===== src/rtl/ecc_fix_pipe.sv =====
// Two-stage single-error corrector: S1 decodes the syndrome to a bit index,
// S2 flips/masks the word and tags it; valid/ready on both sides, full rate.
module ecc_fix_pipe #(
   parameter int CW_MAX = 32,
   parameter int SYN_W  = 5,
   parameter int W_S    = 8,
   parameter int W_M    = 16,
   parameter int W_L    = 32,
   parameter int CNT_W  = 16
) (
   input  logic              clk,
   input  logic              rst,
   input  logic              in_valid,
   output logic              in_ready,
   input  logic [CW_MAX-1:0] in_data,
   input  logic [SYN_W-1:0]  in_syn,
   input  logic [1:0]        in_nof,
   input  logic [1:0]        in_mode,
   output logic              out_valid,
   input  logic              out_ready,
   output logic [CW_MAX-1:0] out_data,
   output logic [1:0]        out_status,
   input  logic              cnt_clr,
   output logic [CNT_W-1:0]  cnt_corr,
   output logic [CNT_W-1:0]  cnt_uncorr
);

   localparam logic [1:0] ST_CLEAN  = 2'b00;
   localparam logic [1:0] ST_CORR   = 2'b01;
   localparam logic [1:0] ST_UNCORR = 2'b10;

   logic              adv1;
   logic              adv2;
   logic              out_hs;

   logic              s1_valid_q,  s1_valid_d;
   logic [CW_MAX-1:0] s1_data_q,   s1_data_d;
   logic [1:0]        s1_mode_q,   s1_mode_d;
   logic [1:0]        s1_nof_q,    s1_nof_d;
   logic [SYN_W-1:0]  s1_idx_q,    s1_idx_d;

   logic              out_valid_q,  out_valid_d;
   logic [CW_MAX-1:0] out_data_q,   out_data_d;
   logic [1:0]        out_status_q, out_status_d;

   logic [CNT_W-1:0]  cnt_corr_q,   cnt_corr_d;
   logic [CNT_W-1:0]  cnt_uncorr_q, cnt_uncorr_d;

   logic [SYN_W-1:0]  syn_msb;
   logic              syn_pow2;
   logic [SYN_W-1:0]  dec_idx;

   logic [31:0]       act_w;
   logic [31:0]       idx_ext;
   logic [CW_MAX-1:0] act_mask;
   logic [CW_MAX-1:0] flip_vec;
   logic [CW_MAX-1:0] res_data;
   logic [1:0]        res_status;

   // Handshake: a stage may load when it is empty or its successor is moving.
   assign adv2     = !out_valid_q || out_ready;
   assign adv1     = !s1_valid_q || adv2;
   assign in_ready = adv1;
   assign out_hs   = out_valid_q && out_ready;

   // ---------------- syndrome decode ----------------
   always_comb begin
      syn_msb = '0;
      for (int i = 0; i < SYN_W; i++) begin
         if (in_syn[i]) begin
            syn_msb = SYN_W'(i);
         end
      end
   end

   assign syn_pow2 = ((in_syn & (in_syn - SYN_W'(1))) == '0);

   // Parity positions sit at powers of two; data positions fill the gaps after
   // the SYN_W check bits, so non-power syndromes skip the powers below them.
   always_comb begin
      if (in_syn == '0) begin
         dec_idx = SYN_W'(SYN_W);
      end else if (syn_pow2) begin
         dec_idx = syn_msb;
      end else begin
         dec_idx = SYN_W'(SYN_W) + in_syn - syn_msb - SYN_W'(1);
      end
   end

   // ---------------- stage 1 ----------------
   always_comb begin
      s1_valid_d = s1_valid_q;
      s1_data_d  = s1_data_q;
      s1_mode_d  = s1_mode_q;
      s1_nof_d   = s1_nof_q;
      s1_idx_d   = s1_idx_q;
      if (adv1) begin
         s1_valid_d = in_valid;
         if (in_valid) begin
            s1_data_d = in_data;
            s1_mode_d = in_mode;
            s1_nof_d  = in_nof;
            s1_idx_d  = dec_idx;
         end
      end
   end

   // ---------------- stage 2 ----------------
   always_comb begin
      case (s1_mode_q)
         2'b00:   act_w = 32'(W_S);
         2'b01:   act_w = 32'(W_M);
         2'b10:   act_w = 32'(W_L);
         default: act_w = 32'(CW_MAX);
      endcase
   end

   assign idx_ext = 32'(s1_idx_q);

   for (genvar gi = 0; gi < CW_MAX; gi++) begin : g_bit
      assign act_mask[gi] = (32'(gi) < act_w);
      assign flip_vec[gi] = (32'(gi) == idx_ext);
   end

   always_comb begin
      res_data   = s1_data_q & act_mask;
      res_status = ST_UNCORR;
      if (s1_mode_q == 2'b11) begin
         res_data = s1_data_q;
      end else if (s1_nof_q == 2'd0) begin
         res_status = ST_CLEAN;
      end else if ((s1_nof_q == 2'd1) && (idx_ext < act_w)) begin
         res_data   = (s1_data_q ^ flip_vec) & act_mask;
         res_status = ST_CORR;
      end
   end

   // Output registers only move on adv2, so they hold while the sink stalls.
   always_comb begin
      out_valid_d  = out_valid_q;
      out_data_d   = out_data_q;
      out_status_d = out_status_q;
      if (adv2) begin
         out_valid_d = s1_valid_q;
         if (s1_valid_q) begin
            out_data_d   = res_data;
            out_status_d = res_status;
         end
      end
   end

   // ---------------- statistics ----------------
   always_comb begin
      cnt_corr_d   = cnt_corr_q;
      cnt_uncorr_d = cnt_uncorr_q;
      if (cnt_clr) begin
         cnt_corr_d   = '0;
         cnt_uncorr_d = '0;
      end else if (out_hs) begin
         if ((out_status_q == ST_CORR) && (cnt_corr_q != '1)) begin
            cnt_corr_d = cnt_corr_q + CNT_W'(1);
         end
         if ((out_status_q == ST_UNCORR) && (cnt_uncorr_q != '1)) begin
            cnt_uncorr_d = cnt_uncorr_q + CNT_W'(1);
         end
      end
   end

   always_ff @(posedge clk or posedge rst) begin
      if (rst) begin
         s1_valid_q   <= 1'b0;
         s1_data_q    <= '0;
         s1_mode_q    <= '0;
         s1_nof_q     <= '0;
         s1_idx_q     <= '0;
         out_valid_q  <= 1'b0;
         out_data_q   <= '0;
         out_status_q <= '0;
         cnt_corr_q   <= '0;
         cnt_uncorr_q <= '0;
      end else begin
         s1_valid_q   <= s1_valid_d;
         s1_data_q    <= s1_data_d;
         s1_mode_q    <= s1_mode_d;
         s1_nof_q     <= s1_nof_d;
         s1_idx_q     <= s1_idx_d;
         out_valid_q  <= out_valid_d;
         out_data_q   <= out_data_d;
         out_status_q <= out_status_d;
         cnt_corr_q   <= cnt_corr_d;
         cnt_uncorr_q <= cnt_uncorr_d;
      end
   end

   assign out_valid  = out_valid_q;
   assign out_data   = out_data_q;
   assign out_status = out_status_q;
   assign cnt_corr   = cnt_corr_q;
   assign cnt_uncorr = cnt_uncorr_q;

endmodule


===== config.mk =====
export PLATFORM = sky130hd
export DESIGN_NAME = ecc_fix_pipe
export DESIGN_NICKNAME = d
export VERILOG_FILES = /design/src/rtl/ecc_fix_pipe.sv
export SDC_FILE = /design/constraint.sdc
export NUM_CORES = 1
export LEC_CHECK = 0
export ABC_AREA = 1
export CAP_MARGIN = 20
export CORE_MARGIN = 10
export CORE_UTILIZATION = 45
export CTS_BUF_LIST = sky130_fd_sc_hd__clkbuf_4 sky130_fd_sc_hd__clkbuf_8 sky130_fd_sc_hd__clkbuf_16
export DETAILED_ROUTE_END_ITERATION = 8
export MAX_ROUTING_LAYER = met4
export PLACE_DENSITY = 0.68
export SLEW_MARGIN = 20
export SYNTH_ARGS = -nofsm -noshare
export SYNTH_HDL_FRONTEND = slang
export SYNTH_SLANG_ARGS = --single-unit
export TNS_END_PERCENT = 100

===== constraint.sdc =====
create_clock -name clk -period 4.75 [get_ports clk]
set_clock_uncertainty 0.15 [all_clocks]
set_input_delay 0.95 -clock clk [delete_from_list [all_inputs] [get_ports clk]]
set_output_delay 0.95 -clock clk [all_outputs]
set_load 0.03 [all_outputs]

==> flow_summary.yaml, run 1 <==
status:
  status: "completed"
grt:
  grt_pass1_wl_um: 28700
  grt_pass1_vias: 5612
  grt_max_degree: 64
  gr-total-overflow: 0
  antenna_found_initial: 0
  grt_usage_pct: 18.1
layout:
  num_antenna_cells: 0
  area.growth.synth_to_final_pct: 24.2
  drive_gt1_share_pct: 5.14
  nets: 1044
  layout_common_cells: "nand2_1, clkdlybuf4s50_1, dfrtp_1"
  final_common_cell: "nand2_1"
  utilization_pct: 56.9
  final_area_um2: 7890
power_and_ir_drop:
  peakVddDrop_v: 0.000245
  finalPower_mw: 3.00
  cellLeakagePower_nw: 3.74
  p_per_area_nw_per_um2: 380
timing:
  max_freq_mhz: 297
  slew_viol_final: 0
  slew_headroom_pct: 30.3
  hold_viol: 0
  worst_slew_pin_slew_ns: 1.04
  setup_viol_count_final: 0
  finalCritPeriodShare_pct: 70.9
  setup_slack_ns: 1.38
  period_needed_ns: 3.37
  tns_ns: 0
  rsz0062_at_grt: "false"
logic_synthesis:
  ys_ff_latch: 109
  synth-simple-area-share_pct: 34.6
  synth_area_um2: 6350
  synth-adder-area-share_pct: 2.28
  ys_seq_area_share_pct: 42.9
  synth_xor_area_share_pct: 1.24
  synth_area_leaders: "dfrtp_1, nand2_1, nand3_1"
  syn_area_per_cell_um2: 7.13
  yosys_warnings: 0
  synth.top_cell.area_share_pct: 42.9
  syn_inst: 891
  synth_top_family_by_area: "simple AND/OR/NAND/NOR gates"
  syn-num-nets: 948
  synth_compound_area_share_pct: 10.2
  synthMuxAreaShare_pct: 0
  synth_cell_types: 31
  yosysTopAreaCell: "dfrtp_1"
clocking:
  cts_resized: 0
  cts_buffers: 9
  htree_levels: 3
  post_cts_buffers: 0
  cts_sinks: 109
  ctsHoldBuffers: 0
  clockBufferDepth: 2
  clock_tree.root_cell: "clkbuf_16"
  clkTransAtPathRegs_ns: 0.08
  clock_latency_ns: 0.36
  tritoncts: "yes"
worst_setup_path:
  arrival_ns: 2.27
  r2r-start: "s1_mode_q[1]"
  worstPathMaxFanout: 3
  regToRegSetupSlack_ns: 1.60
  end_kind: "output pin"
  rr_worst_depth: 12
  reg2reg_to: "out_data[13]"
  startpoint_type: "primary input"
  cp.required_ns: 3.65
  crit_start: "out_ready"
  path_class: "in2out"
floorplanning:
  dieArea_um2: 19300
  initial_utilization_pct: 45.8
  pin_count: 114
  coreArea_um2: 13900
  die_h_um: 139
  die_w_um: 139
  rows: 43
detailed_routing:
  totalWireLength_um: 17200
  route.vias.total: 6079
  drtPass1Iterations: 5
  ant_nets: 0
  first_iter_violations: 458
  drc: 0
  via_per_inst: 5.19
  wl_per_cell_um: 14.7
min_path:
  hold_class: "reg2reg"
  hold_path_depth: 2
  min_from: "out_data[14]"
  hold_end: "out_data[14]"
placed_design:
  pre_cts_ws_ns: 1.38
  placed_cell_area_um2: 7600
  gp_congestion: 0.932
  dp_hpwl_um: 12600
  io_buffers: 113
flow_run:
  maxCapViolCount: 0
==> kinds of logic (layout without fill, tap and decap cells) <==
family,after synthesis,after routing
AO/OA/AOI/OAI,120,120
XOR/XNOR,9,9
adder cells (fa/ha/maj),11,11
buffers and inverters,137,238
flip-flops,109,109
AND/OR/NAND/NOR,505,505
==> area by class of cell <==
cell class,instances,area (um^2)
Timing Repair Buffer,119,1190
Multi-Input combinational cell,645,3070
Sequential cell,109,2730
Inverter,103,389
Clock buffer,10,239
Tap cell,180,225
Clock inverter,6,52.6
Fill cell,1327,5990
==> worst max path at each step <==
| stage | cells after the start | endpoint | slack, ns |
|---|---|---|---|
| after global placement | 4 | in_ready | 1.39 |
| after global routing | 4 | in_ready | 1.31 |
| after CTS | 4 | in_ready | 1.37 |
| after floorplan | 1 | cnt_corr[0] | 0.78 |
| final | 4 | in_ready | 1.38 |
| after detailed placement | 4 | in_ready | 1.38 |
==> metal layers <==
metal	vias up	share of wire, %	global-route usage, %
met2	176	44	26.8
met5	-	0	-
met4	0	1.6	4.83
met1	2817	49	24.2
li1	3065	-	-
met3	21	5.4	4.55
==> stage by stage <==
| stage | instances | hold WS [ns] |
|---|---|---|
| after CTS | 1172 | 0.345 |
| after global placement | 1156 | 0.321 |
| after detailed placement | 1156 | 0.314 |
| final | 1172 | 0.342 |
| after global routing | 1172 | 0.358 |
| after floorplan | 891 | 0.316 |
==> cells in the mapped netlist, drive strengths merged <==
| cell type | instances |
|---|---|
| a21oi | 6 |
| buf | 17 |
| clkbuf | 17 |
| dfrtp | 109 |
| fa | 1 |
| ha | 10 |
| inv | 103 |
| nand2 | 300 |
| nand3 | 98 |
| nand4 | 32 |
| nor2 | 61 |
| nor3 | 7 |
| o21ai | 94 |
| o21bai | 17 |
| o22ai | 3 |
| or2 | 7 |
| xnor2 | 2 |
| xor2 | 7 |
==> state kept, by name (all words and copies together), names as in the netlist <==
register	cells
out_status	2
s1_data_q	32
s1_idx_q	5
out_valid	1
cnt_corr	16
s1_valid_q	1
cnt_uncorr	16
s1_mode_q	2
s1_nof_q	2
out_data	32
==> report_power, final <==
group | total [mW] | internal (mW) | switching (mW) | leakage [nW]
combinational | 1.04 | 0.373 | 0.665 | 2.20
sequential | 1.21 | 1.08 | 0.124 | 1.39
clock | 0.756 | 0.380 | 0.375 | 0.144
==> worst max-delay path, cell delays in order <==
cell and delay (ns):
clkdlybuf4s50_1 0.47, inv_1 0.05, nand3_1 0.10, clkdlybuf4s50_1 0.69
Power figures use the tool's default switching activity.
==> run 2, diff against run 1 <==
clock period = 3.4 ns   (was 4.75 ns; I/O delays follow)
==> run 2 against run 1 <==
Net effect: sequential power grew 39%; power grew 46%; highest routed layer unchanged; wire length grew 1.8%.
==> flow_summary.yaml, run 2 (same netlist as run 1, synthesis figures left out) <==
timing:
  setup_slack_ns: 0.569
  period_needed_ns: 2.83
  max_freq_mhz: 353
  rsz0062_at_grt: "false"
  finalCritPeriodShare_pct: 83.3
  setup_viol_count_final: 0
  worst_slew_pin_slew_ns: 0.741
  slew_viol_final: 0
  slew_headroom_pct: 50.6
  tns_ns: 0
  hold_viol: 0
detailed_routing:
  via_per_inst: 5.18
  totalWireLength_um: 17500
  first_iter_violations: 455
  drtPass1Iterations: 5
  ant_nets: 0
  wl_per_cell_um: 14.8
  drc: 0
  route.vias.total: 6113
grt:
  grt_max_degree: 60
  antenna_found_initial: 0
  grt_pass1_vias: 5706
  gr-total-overflow: 0
  grt_usage_pct: 18.6
  grt_pass1_wl_um: 29700
clocking:
  cts_resized: 0
  ctsHoldBuffers: 0
  clock_latency_ns: 0.36
  htree_levels: 3
  post_cts_buffers: 0
  clkTransAtPathRegs_ns: 0.07
  cts_buffers: 9
  tritoncts: "yes"
  clock_tree.root_cell: "clkbuf_16"
  clockBufferDepth: 2
  cts_sinks: 109
worst_setup_path:
  crit_chain: "clkdlybuf4s50_1 > inv_1 > nand3_1 > clkdlybuf4s50_1"
  slowest_stage: "clkdlybuf4s50_1"
  arrival_ns: 2.00
  path_class: "in2out"
  cp.required_ns: 2.57
  startpoint_type: "primary input"
  cpMostUsedCell: "clkdlybuf4s50_1"
  critPathMaxStageDelay_ns: 0.69
  end_kind: "output pin"
  path_delay_family: "buffers and inverters"
  cp_num_buf_inv: 3
  worstPathMaxFanout: 3
placed_design:
  gp_congestion: 0.930
  io_buffers: 113
  dp_hpwl_um: 12900
  pre_cts_ws_ns: 0.472
  placed_cell_area_um2: 7690
flow_run:
  maxCapViolCount: 0
power_and_ir_drop:
  p_comb_share_pct: 33.7
  intPower_mw: 2.77
  p_per_area_nw_per_um2: 544
  peakVddDrop_v: 0.000309
  power_switching_share_pct: 36.6
  sequentialPowerShare_pct: 38.4
  pwr-share-clk_pct: 27.8
  p_sw_mw: 1.60
  cellLeakagePower_nw: 3.80
layout:
  drive_gt1_share_pct: 5.90
  area.growth.synth_to_final_pct: 26.3
  final_area_um2: 8030
  seq_area_um2: 2730
  multi_input_area_um2: 3070
  layout_common_cells: "nand2_1, clkdlybuf4s50_1, dfrtp_1"
  nets: 1052
  final_common_cell: "nand2_1"
  fillers: 1341
floorplanning:
  rows: 43
  coreArea_um2: 13900
  die_h_um: 139
  die_w_um: 139
  dieArea_um2: 19300
  pin_count: 114
  initial_utilization_pct: 45.8
status:
  status: "completed"
min_path:
  hold_class: "reg2reg"
run 2: cell count changes in the layout (fill, tap and decap cells not counted):
| cell | before | now |
|---|---|---|
| buf_4 | 5 | 11 |
| inv_6 | 4 | 0 |
| bufinv_16 | 0 | 3 |
| clkinv_2 | 0 | 3 |
| buf_12 | 1 | 3 |
| clkbuf_8 | 1 | 0 |
| clkinv_4 | 2 | 1 |
| clkinvlp_4 | 0 | 1 |
| diode_2 | 0 | 1 |
| inv_4 | 1 | 0 |
run 2: area by class of cell:
class	count	share of cell area, %
multi-input cells	645	38.2
diodes	1	0.0312
well taps	180	2.81
inverters	103	4.86
clock inverters	7	1.42
flip-flops and latches	109	34.0
repair buffers	127	15.9
clock buffers	9	2.81
run 2: metal layers:
metal | vias up | global-route usage (%) | wire [um]
li1 | 3083 | - | -
met1 | 2805 | 25.6 | 8440
met2 | 206 | 27.1 | 7780
met3 | 19 | 3.32 | 1030
met4 | 0 | 6.21 | 246
met5 | - | - | 0
run 2: power groups by stage:
stage / Combinational, mW / Clock, mW / Sequential (mW)
floorplan: 0.657 / 0 / 1.93
global placement: 1.46 / 0 / 1.70
detailed placement: 1.48 / 0 / 1.70
CTS: 1.48 / 1.24 / 1.68
global route: 1.62 / 1.28 / 1.71
finish: 1.47 / 1.22 / 1.68
run 2: per-stage QoR:
stage / power [mW] / hold WS, ns / std cells / utilization, %
2_1_floorplan: 2.59 / 0.316 / 891 / -
3_3_place_gp: 3.16 / 0.313 / 1164 / 55.4
3_5_place_dp: 3.18 / 0.314 / 1164 / 55.4
4_1_cts: 4.40 / 0.338 / 1180 / 57.8
5_1_grt: 4.61 / 0.351 / 1180 / 57.8
6_report: 4.37 / 0.334 / 1181 / 57.8
run 2: tightest hold or removal path, delay by kind of cell, from the launching register on:
kind / cells / cell delay [ns]
AND/OR/NAND/NOR: 2 / 0.11
flip-flops: 1 / 0.34
run 2: worst paths after layout:
check                      cells after the start          from  slack, ns        endpoint
hold reg to reg                                2   out_data[4]       0.33     out_data[4]
setup reg to reg                              11  s1_mode_q[1]       0.72    out_data[20]
setup / recovery                               4     out_ready       0.57        in_ready
min in group asynchronous                      2           rst       0.59    cnt_corr[12]
hold / removal                                 2   out_data[4]       0.33     out_data[4]
max in group asynchronous                      3           rst       1.87  cnt_uncorr[14]
==> RTL edit 1: new RTL, flow settings as in run 1 <==
Put one more register stage on the output `cnt_corr`, with the module's reset. The value now appears one clock later. The other outputs are not delayed to match.
--- a/src/rtl/ecc_fix_pipe.sv
+++ b/src/rtl/ecc_fix_pipe.sv
@@ -196,5 +196,11 @@
    assign out_data   = out_data_q;
    assign out_status = out_status_q;
-   assign cnt_corr   = cnt_corr_q;
+   always_ff @(posedge clk or posedge rst) begin
+      if (rst) begin
+         cnt_corr <= '0;
+      end else begin
+         cnt_corr <= cnt_corr_q;
+      end
+   end
    assign cnt_uncorr = cnt_uncorr_q;
 
Behaviour: not the same (a bounded check fails within 4 cycles, from zero or initial values and one cycle with rst high).
==> RTL edit 1 against run 1 <==
Core utilization rose by 2.0 points. Synthesized area rose by 6.2%. Via count rose by 0.81%. Cell area rose by 8.8%. Die area rose by 5.3%. Register-to-register slack improved by 770 ps. Sequential share of layout area rose by 1.9 points. Worst setup slack got worse by 8.0 ps. Total power rose by 19%. Sequential cell count rose by 16. Synthesized cell count rose by 4.3%. First-iteration DRC count rose by 3.3%. Routed wire length rose by 2.4%. Largest power group unchanged.
==> RTL edit 1: results (changes against run 1) <==
- Maximum number of pins on one net before global-route repair: 52 (-19%)
- Max-slew headroom: 52.9% (+23 points)
- 1st-iter DRT viols: 473 (+3.3%)
- Aggregate global-route resource usage: 18.5% (+0.43 points)
- Post-synth top cells: 403 x nand2_1, 125 x dfrtp_1, 94 x nand3_1, 81 x nor2_1, 76 x inv_1
- Share of power burned in registers: 37.3% (-2.9 points)
- CTS clock-pin slew for the worst setup and hold paths: 50 ps (-30 ps)
- Area after DPL: 8000 µm² (+5.3%)
- Sequential-to-total area share from yosys stat: 46.3% (+3.4 points)
- Sequential standard cell area: 3130 µm² (+15%)
- Syn. warnings: 0 (unchanged)
- Sw frac: 34.1% (-4.7 points)
- Final instance area: 8580 µm² (+8.8%)
- Post-synth net total: 986 (+4.0%)
- Peak VDD IR: 0.000279 V (+14%)
- Buffer share of cell area: 14.0% (-1.0 points)
- Number of signal-net inverters in the final layout: 80 (-22%)
- Outcome: finished clean
- Vias: 6,128 (+0.81%)
- Leakage: 0.00435 µW (+16%)
- Clock tree cell share of total cell area: 6.76% (+3.1 points)
- Count of distinct cell types in the synthesized netlist: 33 (+6.5%)
- Clock buffers created by TritonCTS: 17 (+8)
- Proportion of power drawn by the clock network: 35.5% (+10 points)
- Share of the final layout cell area in multi-input gates: 36.6% (-2.3 points)
- Num sequential: 125 (+15%)
- Number of multi-input logic gates: 692 (+7.3%)
- Clock latency on the worst-skew pair: 420 ps (+60 ps)
- Routability-driven placement congestion ratio: 0.916 (-1.7%)
- Power attributed to combinational cells: 969 µW (-7%)
- Dominant cells by area after synthesis: dfrtp_1 46%, nand2_1 22%, nand3_1 7.0%, nor2_1 4.5%, inv_1 4.2%
- Final routed wirelength across all metal layers: 17,600 µm (+2.4%)
- Net count, final: 1,094 (+4.8%)
- Wire length of the first global-routing pass: 29,500 µm (+2.9%)
- Number of filler cells placed in the layout: 1,336 (+0.68%)
- Deepest level of the CTS H-tree: 4 (+1)
[RTL edit 1: cell count changes in the layout (fill, tap and decap cells not counted), sizes merged, moves of 5 or more]
cell,run 1,this run
nand2,300,408
o21ai,94,28
inv,107,79
nor2,61,87
nand4,32,11
dfrtp,109,125
o21bai,17,1
xor2,7,22
clkbuf,10,21
or2,7,0
a21oi,6,11
[RTL edit 1: cells by family (layout without fill, tap and decap cells)]
logic type / Yosys count / after routing / synth area share (%)
and+or+nand+nor: 609 / 609 / 37.4
DFF: 125 / 125 / 46.3
buffers and inverters: 112 / 233 / 7.16
AOI/OAI and AO/OA: 46 / 46 / 3.62
xor gates and xnor gates: 26 / 26 / 3.37
adders and majority gates: 11 / 11 / 2.15
[RTL edit 1: critical path, delay by kind of cell]
kind	cells	cell delay (ps)
buffers and inverters	3	1230
and+or+nand+nor	1	110
[RTL edit 1: through the flow]
stage               setup slack (ps)  hold WS [ps]  std cells
finish                          1370           293       1234
global route                    1310           324       1234
CTS                             1370           300       1234
detailed placement              1370           295       1202
global placement                1390           286       1202
floorplan                        322           248        929
[RTL edit 1: layer usage]
layer | GRT usage (%) | vias to the layer above | share of wire, %
li1 | - | 3135 | -
met2 | 30.7 | 135 | 49
met3 | 4.64 | 20 | 4.7
met4 | 4.85 | 0 | 1.4
met1 | 22.0 | 2838 | 45
met5 | - | - | 0
[RTL edit 1: path summary, 6_finish.rpt]
path	startpoint	to	slack, ps	depth (start not counted)
worst max-delay path	out_ready	in_ready	1370	4
worst min-delay path	cnt_corr_q[1]	cnt_corr[1]	290	0
worst max register to register	s1_mode_q[0]	out_data[28]	2370	11
worst min register to register	cnt_corr_q[1]	cnt_corr[1]	290	0
max in group asynchronous	rst	s1_data_q[23]	2790	3
min in group asynchronous	rst	cnt_corr_q[0]	810	2
==> RTL edit 2: new RTL, flow settings as in run 1 <==
Made on the original files. Change the parameter `CW_MAX` from 32 to 64.
--- a/src/rtl/ecc_fix_pipe.sv
+++ b/src/rtl/ecc_fix_pipe.sv
@@ -2,5 +2,5 @@
 // S2 flips/masks the word and tags it; valid/ready on both sides, full rate.
 module ecc_fix_pipe #(
-   parameter int CW_MAX = 32,
+   parameter int CW_MAX = 64,
    parameter int SYN_W  = 5,
    parameter int W_S    = 8,
Interface: changed (resized in_data and out_data); port bits go from 114 to 178. The function was not compared with the original's and may differ.
==> RTL edit 2 against run 1 <==
Worst hold slack got worse by 13 ps. Synthesized cell count increased by 31%. Register-to-register slack improved by 140 ps. Sequential cell count increased by 64. Routed wire length increased by 48%. Combinational power increased by 33%. Total power increased by 58%. Sequential share of layout area increased by 3.2 points. Non-clock buffer count increased by 66. Synthesized area increased by 40%. Cell area increased by 45%. Worst setup slack got worse by 36 ps. Largest cell class is now registers. Largest power group unchanged.
==> RTL edit 2: results (changes against run 1) <==
- Routed WL per cell: 15.9 µm (+8.2%)
- Wire length of the first global-routing pass: 41,600 µm (+45%)
- Half-perimeter wire length after placement: 17,400 µm (+38%)
- Max-slew headroom: 31.4% (+1.0 points)
- Proportion of layout cells with a drive suffix above 1: 5.18% (+0.043 points)
- Finished Layout Cells: 1,598 (+36%)
- FF-to-FF path depth: 10 (-2)
- Aggregate global-route resource usage: 20.0% (+1.9 points)
- Leakage: 0.00522 µW (+40%)
- Data arrival at the endpoint of the critical path: 2310 ps (+40 ps)
- Crit-path max cell delay: approximately 700 ps
- Post-synth net total: 1,256 (+32%)
- Count of distinct cell types in the synthesized netlist: 37 (+19%)
- Maximum number of pins on one net before global-route repair: 107 (+67%)
- Outcome: finished clean
- Highest achievable clock rate: 0.294 GHz (-1.0%)
- Worst r2r dst: out_data[6]
- Peak VDD IR: 0.000251 V (+2.7%)
- Routability-driven placement congestion ratio: 0.941 (+0.95%)
- 1st-iter DRT viols: 600 (+31%)
- Dominant cells by area after synthesis: dfrtp_1 49%, nand2_1 18%, nand3_1 5.0%, o21ai_0 4.1%, nor2_1 3.7%
- Initial antenna violation count: 2 (+2)
- Via count of the first global-routing pass: 7,995 (+42%)
- Area after DPL: 10,800 µm² (+43%)
- Sequential-to-total area share from yosys stat: 48.7% (+5.8 points)
- Port Buf Inserts: 177 (+57%)
- Vias: 8,223 (+35%)
==> RTL edit 2: cell count changes in the layout (fill, tap and decap cells not counted), sizes merged, moves of 12 or more <==
cell           before  now
a21oi               6   54
clkdlybuf4s50     113  177
dfrtp             109  173
inv               107   95
nand2             300  424
nor2               61   90
==> RTL edit 2: how the worst min path moves through the flow <==
stage,startpoint,endpoint,depth (start not counted)
6_report,s1_data_q[55],s1_data_q[55],2
5_1_grt,s1_data_q[46],s1_data_q[46],2
4_1_cts,s1_data_q[58],s1_data_q[58],2
3_5_place_dp,s1_data_q[47],s1_data_q[47],2
3_3_place_gp,s1_data_q[34],s1_data_q[34],2
2_1_floorplan,s1_data_q[32],s1_data_q[32],2
==> RTL edit 2: critical path: cells and delay by family <==
family,cells,cell delay [ps]
AND/OR/NAND/NOR,1,120
buffers and inverters,3,1240
==> RTL edit 2: report_power, final <==
part           switching (µW)  internal (µW)
clock                     659            805
sequential                184           1700
combinational             885            496
total                    1730           3000
==> RTL edit 2: metal layers <==
metal  global-route usage, %  part of all wire [%]  routed length [µm]
met5                       -                     0                   0
met4                    6.59                   1.8                 464
met3                    5.21                   7.7                1960
met2                    30.4                    46               11700
met1                    25.6                    44               11300
==> RTL edit 2: area by class of cell <==
type	instances	area, µm²	share of cell area (%)
Antenna cell	2	5.00	0.0436
Clock buffer	17	425	3.71
Clock inverter	15	194	1.69
Inverter	90	342	2.98
Multi-Input combinational cell	851	3970	34.6
Sequential cell	173	4330	37.8
Tap cell	265	332	2.89
Timing Repair Buffer	185	1870	16.3
==> RTL edit 2: logic make-up after synthesis <==
kind of cell / Yosys count / synth area share [%]
simple gates: 654 / 30.6
flops: 173 / 48.7
compound gates: 170 / 10.8
buf+inv: 144 / 6.75
xor+xnor: 17 / 1.68
fa+ha+maj: 10 / 1.49
